**config.mk**
```make
export PLATFORM = sky130hd
export DESIGN_NAME = line_burst_adaptor
export DESIGN_NICKNAME = d
export VERILOG_FILES = /design/src/rtl/line_burst_adaptor_pkg.sv /design/src/rtl/line_beat_buffer.sv /design/src/rtl/line_burst_adaptor.sv
export SDC_FILE = /design/constraint.sdc
export NUM_CORES = 1
export LEC_CHECK = 0
export CAP_MARGIN = 0
export CORE_AREA = 2 2 276 278
export CTS_CLUSTER_DIAMETER = 30
export DETAILED_ROUTE_END_ITERATION = 10
export DIE_AREA = 0 0 278 280
export GPL_ROUTABILITY_DRIVEN = 0
export PLACE_DENSITY_LB_ADDON = 0.3
export SETUP_SLACK_MARGIN = 0.4
export SYNTH_ARGS = -nofsm -noshare
export SYNTH_HDL_FRONTEND = slang
export SYNTH_SLANG_ARGS = --single-unit
```
**constraint.sdc**
```tcl
create_clock -name clk -period 2.53 [get_ports clk]
set_input_delay 0.506 -clock clk [delete_from_list [all_inputs] [get_ports clk]]
set_output_delay 0.506 -clock clk [all_outputs]
set_load 0.01 [all_outputs]
```
**src/rtl/line_burst_adaptor_pkg.sv**
```systemverilog
// Shared types for the line-to-burst adaptor: FSM state encoding and
// default beat-count derived constants.
package line_burst_types;

  typedef enum logic [1:0] {IDLE, READ, WRITE, DONE} state_t;

  localparam int DEF_LINE_WIDTH = 256;
  localparam int DEF_BEAT_WIDTH = 64;
  localparam int BEATS          = DEF_LINE_WIDTH / DEF_BEAT_WIDTH;
  localparam int BEAT_IDX_W     = (BEATS > 1) ? $clog2(BEATS) : 1;

  typedef logic [BEAT_IDX_W-1:0] beat_idx_t;

endpackage

```
**src/rtl/line_beat_buffer.sv**
```systemverilog
// Line-wide storage register: whole-line load, per-beat write and
// combinational per-beat read, with a synchronous clear.
module line_beat_buffer #(
  parameter int LINE_WIDTH = 256,
  parameter int BEAT_WIDTH = 64,
  parameter int IDX_W      = 2
) (
  input  logic                  clk,
  input  logic                  clr,
  input  logic                  load,
  input  logic [LINE_WIDTH-1:0] load_line,
  input  logic                  beat_we,
  input  logic [IDX_W-1:0]      beat_idx,
  input  logic [BEAT_WIDTH-1:0] beat_wdata,
  output logic [BEAT_WIDTH-1:0] beat_rdata,
  output logic [LINE_WIDTH-1:0] line_q
);

  always_ff @(posedge clk) begin
    if (clr) begin
      line_q <= '0;
    end else if (load) begin
      line_q <= load_line;
    end else if (beat_we) begin
      line_q[beat_idx*BEAT_WIDTH +: BEAT_WIDTH] <= beat_wdata;
    end
  end

  assign beat_rdata = line_q[beat_idx*BEAT_WIDTH +: BEAT_WIDTH];

endmodule

```
**src/rtl/line_burst_adaptor.sv**
```systemverilog
// Converts single-line cache read/write requests into fixed-length beat
// bursts on the memory port and returns a one-cycle line response.
module line_burst_adaptor
  import line_burst_types::*;
#(
  parameter int LINE_WIDTH = 256,
  parameter int BEAT_WIDTH = 64,
  parameter int ADDR_WIDTH = 32
) (
  input  logic                  clk,
  input  logic                  rst,
  input  logic [LINE_WIDTH-1:0] line_i,
  output logic [LINE_WIDTH-1:0] line_o,
  input  logic [ADDR_WIDTH-1:0] address_i,
  input  logic                  read_i,
  input  logic                  write_i,
  output logic                  resp_o,
  input  logic [BEAT_WIDTH-1:0] burst_i,
  output logic [BEAT_WIDTH-1:0] burst_o,
  output logic [ADDR_WIDTH-1:0] address_o,
  output logic                  read_o,
  output logic                  write_o,
  input  logic                  resp_i
);

  localparam int BEAT_CNT = LINE_WIDTH / BEAT_WIDTH;
  localparam int IDX_W    = (BEAT_CNT > 1) ? $clog2(BEAT_CNT) : 1;
  localparam int OFS_W    = $clog2(LINE_WIDTH / 8);
  localparam logic [IDX_W-1:0]      LAST_IDX  = IDX_W'(BEAT_CNT - 1);
  localparam logic [ADDR_WIDTH-1:0] OFS_MASK  = ADDR_WIDTH'((1 << OFS_W) - 1);

  state_t                  state;
  logic [IDX_W-1:0]        cnt;
  logic [ADDR_WIDTH-1:0]   addr_q;
  logic [ADDR_WIDTH-1:0]   addr_align;
  logic                    buf_load;
  logic                    buf_we;
  logic [BEAT_WIDTH-1:0]   buf_rdata;
  logic [LINE_WIDTH-1:0]   buf_line;

  // The last read beat lands in the buffer on the same edge that enters DONE,
  // so the published line is merged directly from burst_i.
  function automatic logic [LINE_WIDTH-1:0] with_last_beat(
    input logic [LINE_WIDTH-1:0] line,
    input logic [BEAT_WIDTH-1:0] beat
  );
    with_last_beat = line;
    with_last_beat[(BEAT_CNT-1)*BEAT_WIDTH +: BEAT_WIDTH] = beat;
  endfunction

  assign addr_align = address_i & ~OFS_MASK;
  assign buf_load   = (state == IDLE) && !read_i && write_i;
  assign buf_we     = (state == READ) && resp_i;
  assign address_o  = addr_q;
  assign burst_o    = (state == WRITE) ? buf_rdata : '0;

  line_beat_buffer #(
    .LINE_WIDTH (LINE_WIDTH),
    .BEAT_WIDTH (BEAT_WIDTH),
    .IDX_W      (IDX_W)
  ) u_buf (
    .clk        (clk),
    .clr        (rst),
    .load       (buf_load),
    .load_line  (line_i),
    .beat_we    (buf_we),
    .beat_idx   (cnt),
    .beat_wdata (burst_i),
    .beat_rdata (buf_rdata),
    .line_q     (buf_line)
  );

  always_ff @(posedge clk) begin
    if (rst) begin
      state   <= IDLE;
      cnt     <= '0;
      addr_q  <= '0;
      read_o  <= 1'b0;
      write_o <= 1'b0;
      resp_o  <= 1'b0;
      line_o  <= '0;
    end else begin
      case (state)
        IDLE: begin
          resp_o <= 1'b0;
          if (read_i) begin
            addr_q <= addr_align;
            cnt    <= '0;
            read_o <= 1'b1;
            state  <= READ;
          end else if (write_i) begin
            addr_q  <= addr_align;
            cnt     <= '0;
            write_o <= 1'b1;
            state   <= WRITE;
          end
        end
        READ: begin
          if (resp_i) begin
            if (cnt == LAST_IDX) begin
              cnt    <= '0;
              read_o <= 1'b0;
              resp_o <= 1'b1;
              line_o <= with_last_beat(buf_line, burst_i);
              state  <= DONE;
            end else begin
              cnt <= cnt + IDX_W'(1);
            end
          end
        end
        WRITE: begin
          if (resp_i) begin
            if (cnt == LAST_IDX) begin
              cnt     <= '0;
              write_o <= 1'b0;
              resp_o  <= 1'b1;
              state   <= DONE;
            end else begin
              cnt <= cnt + IDX_W'(1);
            end
          end
        end
        DONE: begin
          resp_o <= 1'b0;
          state  <= IDLE;
        end
        default: state <= IDLE;
      endcase
    end
  end

endmodule

```
* After elaboration in Yosys (flattened, before gate mapping)
Cells that the tools add are included.
** Cells by class
- Reductions and logical operators :: 19
- Add/sub/neg operators :: 2
- Shift operators :: 3
- Muxes and demuxes :: 26
- Eq/ne operators :: 14
** Operator list (count)
- two-way mux 256 bit :: 2
- bitwise mux 256 bit :: 1
- variable shift 64 x 34 -> 256 bit (first input constant) :: 1
- indexed part select 256 x 9 -> 64 bit :: 1
- indexed part select 64 x 34 -> 256 bit :: 1
- two-way mux 32 bit :: 2
- two-way mux 64 bit :: 1
- negation 8 -> 34 bit :: 1
- two-way mux 2 bit :: 8
- != test 2 bit (second input constant) :: 5
- nonzero test 2 bit :: 5
- AND reduction 3 bit :: 3
- != test 2 x 1 -> 1 bit (second input constant) :: 4
- two-way mux 1 bit :: 7
- == test 2 bit (second input constant) :: 3
- one-hot mux 1 bit (2 select lines) :: 3
- one-hot mux 2 bit (3 select lines) :: 1
- AND reduction 5 bit :: 1
- one-hot mux 2 bit (2 select lines) :: 1
- AND reduction 2 bit :: 2
- AND reduction 4 bit :: 1
- OR reduction 2 bit :: 2
- logical AND 1 bit :: 3
- != test 3 bit (second input constant) :: 1
- 4 further kinds :: 4
** Word-level totals
- Bits in registers :: 551
- Logic and storage cells :: 72

* Logic depth before layout (Yosys ltp)
- Depth after elaboration :: 5
- Gate-level depth with buffers :: 10
- Depth with buffers taken out :: 6

* Cells and area by module
From an unflattened synthesis, not the netlist that was laid out.
** Unflattened totals
- Cell total of the unflattened synthesis :: 2620
- Area, all modules :: 22789.4 um^2
** By module, submodules not included
- line_beat_buffer :: cells an instance 1264, instances 1, sequential area each 5124.9 um^2, area an instance 12219.2 um^2
- line_burst_adaptor :: cells an instance 1356, instances 1, sequential area each 5805.6 um^2, area an instance 10570.1 um^2

* Worst setup path before layout
OpenSTA, ideal clock, no wires.
- Path kind :: register to register
- Start point :: register cnt[1]
- End point :: register u_buf.line_q[54]
- Arrival :: 2.569 ns
- Buffers on the path :: 4
- Cell stages (with the launch flop) :: 10
- Slack :: -0.117 ns
- Path through :: dfxtp_1 -> clkbuf_1 -> clkbuf_1 -> inv_1 -> ha_1 -> buf_1 -> a31oi_1 -> clkbuf_1 -> a221oi_1 -> nor3_1
** Between the ends
- Word-level cells in the longest chain between the ends :: 5
- Elaborated cells on any way between the ends :: 6
** Ends and longest elaborated chain
- from (decl) :: RTL line line_burst_adaptor.sv:33 : logic [IDX_W-1:0] cnt;
- from (signal assigned) :: RTL line line_burst_adaptor.sv:107 : cnt <= cnt + IDX_W'(1);
- from (signal assigned) :: RTL line line_burst_adaptor.sv:119 : cnt <= cnt + IDX_W'(1);
- negation 8 -> 34 bit * :: RTL line line_beat_buffer.sv:25 : line_q[beat_idx*BEAT_WIDTH +: BEAT_WIDTH] <= beat_wdata;
- indexed part select 64 x 34 -> 256 bit or variable shift 64 x 34 -> 256 bit (tied branches) :: RTL line line_beat_buffer.sv:25
- bitwise mux 256 bit * :: RTL line line_beat_buffer.sv:25
- two-way mux 256 bit * :: RTL line line_beat_buffer.sv:24 : end else if (beat_we) begin
- two-way mux 256 bit * :: RTL line line_beat_buffer.sv:22 : end else if (load) begin
- to (signal assigned) :: RTL line line_beat_buffer.sv:23 : line_q <= load_line;
- to (signal, indexed assignment) :: RTL line line_beat_buffer.sv:25
- to (decl) :: RTL line line_beat_buffer.sv:16 : output logic [LINE_WIDTH-1:0] line_q
Every way passes the cells marked *; elsewhere a longest branch is shown, timed or not. The select of a mux whose other input is x is not followed.
A chain may end at the register's enable or synchronous reset.

* Worst setup path after layout
- Start point :: register cnt[0]
- End point :: output burst_o[48]
** Between the ends
- Word-level cells in the longest chain between the ends :: 2
** Ends and longest elaborated chain
- indexed part select 256 x 9 -> 64 bit :: RTL line line_beat_buffer.sv:29 : assign beat_rdata = line_q[beat_idx*BEAT_WIDTH +: BEAT_WIDTH];
- two-way mux 64 bit :: RTL line line_burst_adaptor.sv:55 : assign burst_o = (state == WRITE) ? buf_rdata : '0;
- to (decl) :: RTL line line_burst_adaptor.sv:19 : output logic [BEAT_WIDTH-1:0] burst_o,
No other way between the ends.

==> run summary <==
Status -> finished with violations
Failing checks -> setup timing
Fin cells -> 4,371
Via/cell ratio -> 5.29
Worst IR Drop VDD -> 735 uV
Die height -> 280 um
Starting Density -> 0.295
P_int -> 28.2 mW
Reg power frac -> 0.256
CP startpoint kind -> flop
Period utilization -> 1.14
Worst-path clk slew -> 0.04 ns
Clock power frac -> 0.436
Hold_buf cts -> 0
Layout cells sized above 1 -> 0.232
Port bufs -> 701
CTS tree -> done
Seq cells post-synth -> 546
Residual DRC count -> 0
Endpoints failing hold -> 0
DR top layer -> met5
Total CTS buffers -> 130
Setup Viol. Count Final -> 299
Die X -> 278 um
Core Area -> 75,200 um2
Post-Place Cells -> 4,001
Synth top area cells -> dfxtp_1 49%, nand2_1 9.7%, a21oi_1 6.5%
All-layer global routing usage -> 0.250
Relative slew margins -> 0.272
Clock Sinks -> 546
Nets -> 3,646
WL per Instance -> 24.9 um
Yosys cell types -> 36
Sw Ratio -> 0.307
LEAKAGE -> 14.3 nW
Worst-path fanout max -> 5
Critical path class -> flop to output port
Initial antenna violation count -> 11
PwrDens -> 1040 nW/um2
Synth top cells by count -> 571 x nand2_1, 546 x dfxtp_1, 288 x a21oi_1
Aggregate global routing overflow -> 0
I/O Pins -> 712
Max_cap viols -> 0
Final worst setup slack -> -0.364 ns
Largest net degree at the start of global routing -> 148
Die area -> 77,800 um2
RSZ-0062 raised after global routing -> yes
Total number of vias -> 23,100
Placed wire-length estimate -> 62.9 mm
Fin crit period -> 2.89 ns
Core Rows -> 101
Worst-Margin Slew -> 1.09 ns
Total number of H-tree levels -> 4
Worst-skew pair later-pin latency -> 0.69 ns
F_max -> 345 MHz
Violation count after the first detailed-route iteration -> 2,056
Mapped Avg Cell Area -> 9.00 um2
Met3 wire length -> 8.87 mm
CP endpoint kind -> output port
CTS root buffer -> clkbuf_16
Top FF cell, synth -> dfxtp_1
First-pass GRT wire length -> 147 mm
Synth async-reset ratio -> 0
Most frequent cell after synthesis -> nand2_1
Required @ worst endpoint -> 2.02 ns
Area share of the leading cell type in the synthesized netlist -> 0.494
Post-synthesis cell count -> 2,460
Setup Skew -> 0.0409 ns
Total Routed Length -> 109 mm
Dpl cell area -> 30,800 um2
Routed Antenna Nets -> 0
Drt pass-1 iters -> 6
WL met2 -> 52.1 mm
EDFF count, synth -> 0
Post-synth top area cell -> dfxtp_1
Yosys warnings -> 0
Cell area after synthesis -> 22,100 um2
Final Cell Area -> 39,100 um2
P_sw -> 12.5 mW
Wl on met1 -> 43.9 mm
Logic pwr share -> 0.309
Area growth syn-to-layout -> 76.4%
Post-synthesis sequential area ratio -> 0.494
CP arrival -> 2.39 ns
Worst Hold Class -> input port to flop
Longest Clk Path Bufs -> 3
Fin Setup TNS -> -41.64 ns
Vias in the first global route -> 22,200
Fin. max-slew vios -> 0
layout by cell type, fill, tap and decap left out, types with 5 or more instances in the layout:
cell and n:
clkbuf_1 11, conb_1 5, buf_16 26, clkinvlp_4 9, and2_1 5, nor3_2 19
nor2_1 133, a221oi_2 57, buf_12 62, bufinv_16 19, mux4_2 64, nor3_1 110
dfxtp_1 544, buf_6 114, clkbuf_16 153, a221oi_4 21, clkbuf_8 25, a221oi_1 50
buf_4 36, and2_0 124, diode_2 7, a221o_1 128, clkinv_2 28, ha_4 5
and2_4 63, a21oi_2 9, nand2_1 550, clkdlybuf4s50_1 636, nand2_2 18, a21oi_1 279
buf_8 21
worst max-delay path, cell delays in order (launching register included):
cell and delay (ns):
dfxtp_4 0.42, buf_6 0.13, buf_12 0.10, buf_16 0.13, buf_12 0.13, mux4_2 0.49, and2_4 0.18, buf_6 0.11
what timing repair did:
action | in CTS | in global routing
pin swaps | 103 | 88
cloned | 16 | 29
resized for setup | 442 | 263
endpoints found under the setup margin | 522 | 735
hold endpoints to repair | 0 | 0
setup buffers | 41 | 40
kinds of logic after synthesis:
group / count (synthesis) / synth area share
AO/OA/AOI/OAI: 555 / 0.177
adder cells (fa/ha/maj): 8 / 0.00452
buffers and inverters: 238 / 0.0472
flip-flops: 546 / 0.494
multiplexers: 68 / 0.0669
other: 1 / 0.000169
AND/OR/NAND/NOR: 1044 / 0.211
power groups by stage:
stage	Sequential (mW)	Clock, mW	Combinational, mW
2_1_floorplan	10.2	0	4.18
3_3_place_gp	10.5	0	7.57
3_5_place_dp	10.5	0	7.60
4_1_cts	10.3	17.9	11.0
5_1_grt	10.5	18.4	13.1
6_report	10.4	17.7	12.5
metrics by stage:
step / setup WS, ns / total power, mW / util / hold WS, ns
3_5_place_dp: -0.183 / 18.1 / 0.409 / 0.445
2_1_floorplan: 0.382 / 14.4 / - / 0.442
4_1_cts: -0.389 / 39.3 / 0.488 / 0.0625
3_3_place_gp: -0.143 / 18.0 / 0.409 / 0.441
6_report: -0.364 / 40.7 / 0.520 / 0.126
5_1_grt: -0.439 / 42.0 / 0.520 / 0.0982
worst paths after layout:
check / from / to / slack, ns / depth (start not counted)
hold reg to reg: u_buf.line_q[64] / line_o[64] / 0.43 / 2
setup / recovery: cnt[0] / burst_o[48] / -0.36 / 7
hold / removal: rst / cnt[1] / 0.13 / 2
setup reg to reg: cnt[0] / u_buf.line_q[162] / -0.22 / 14
layout make-up:
cell class,count,area (um2)
multi-input cells,1680,11400
repair buffers,918,10700
diodes,7,17.5
clock buffers,167,3660
well taps,978,1220
clock inverters,70,1030
fillers,6673,36100
inverters,5,22.5
flip-flops and latches,546,10900
state kept, by name (all words and copies together) (netlist names):
register,flops
address_o,27
cnt,2
line_o,256
read_o,1
resp_o,1
state,2
u_buf.line_q,256
write_o,1
per-layer routing:
metal  track usage  up-vias
met5             0        -
met4         0.103        4
met3        0.0580      263
met2         0.410     1182
met1         0.316    11300
li1              -    10400
No activity file was read; power rests on OpenSTA's default activity.
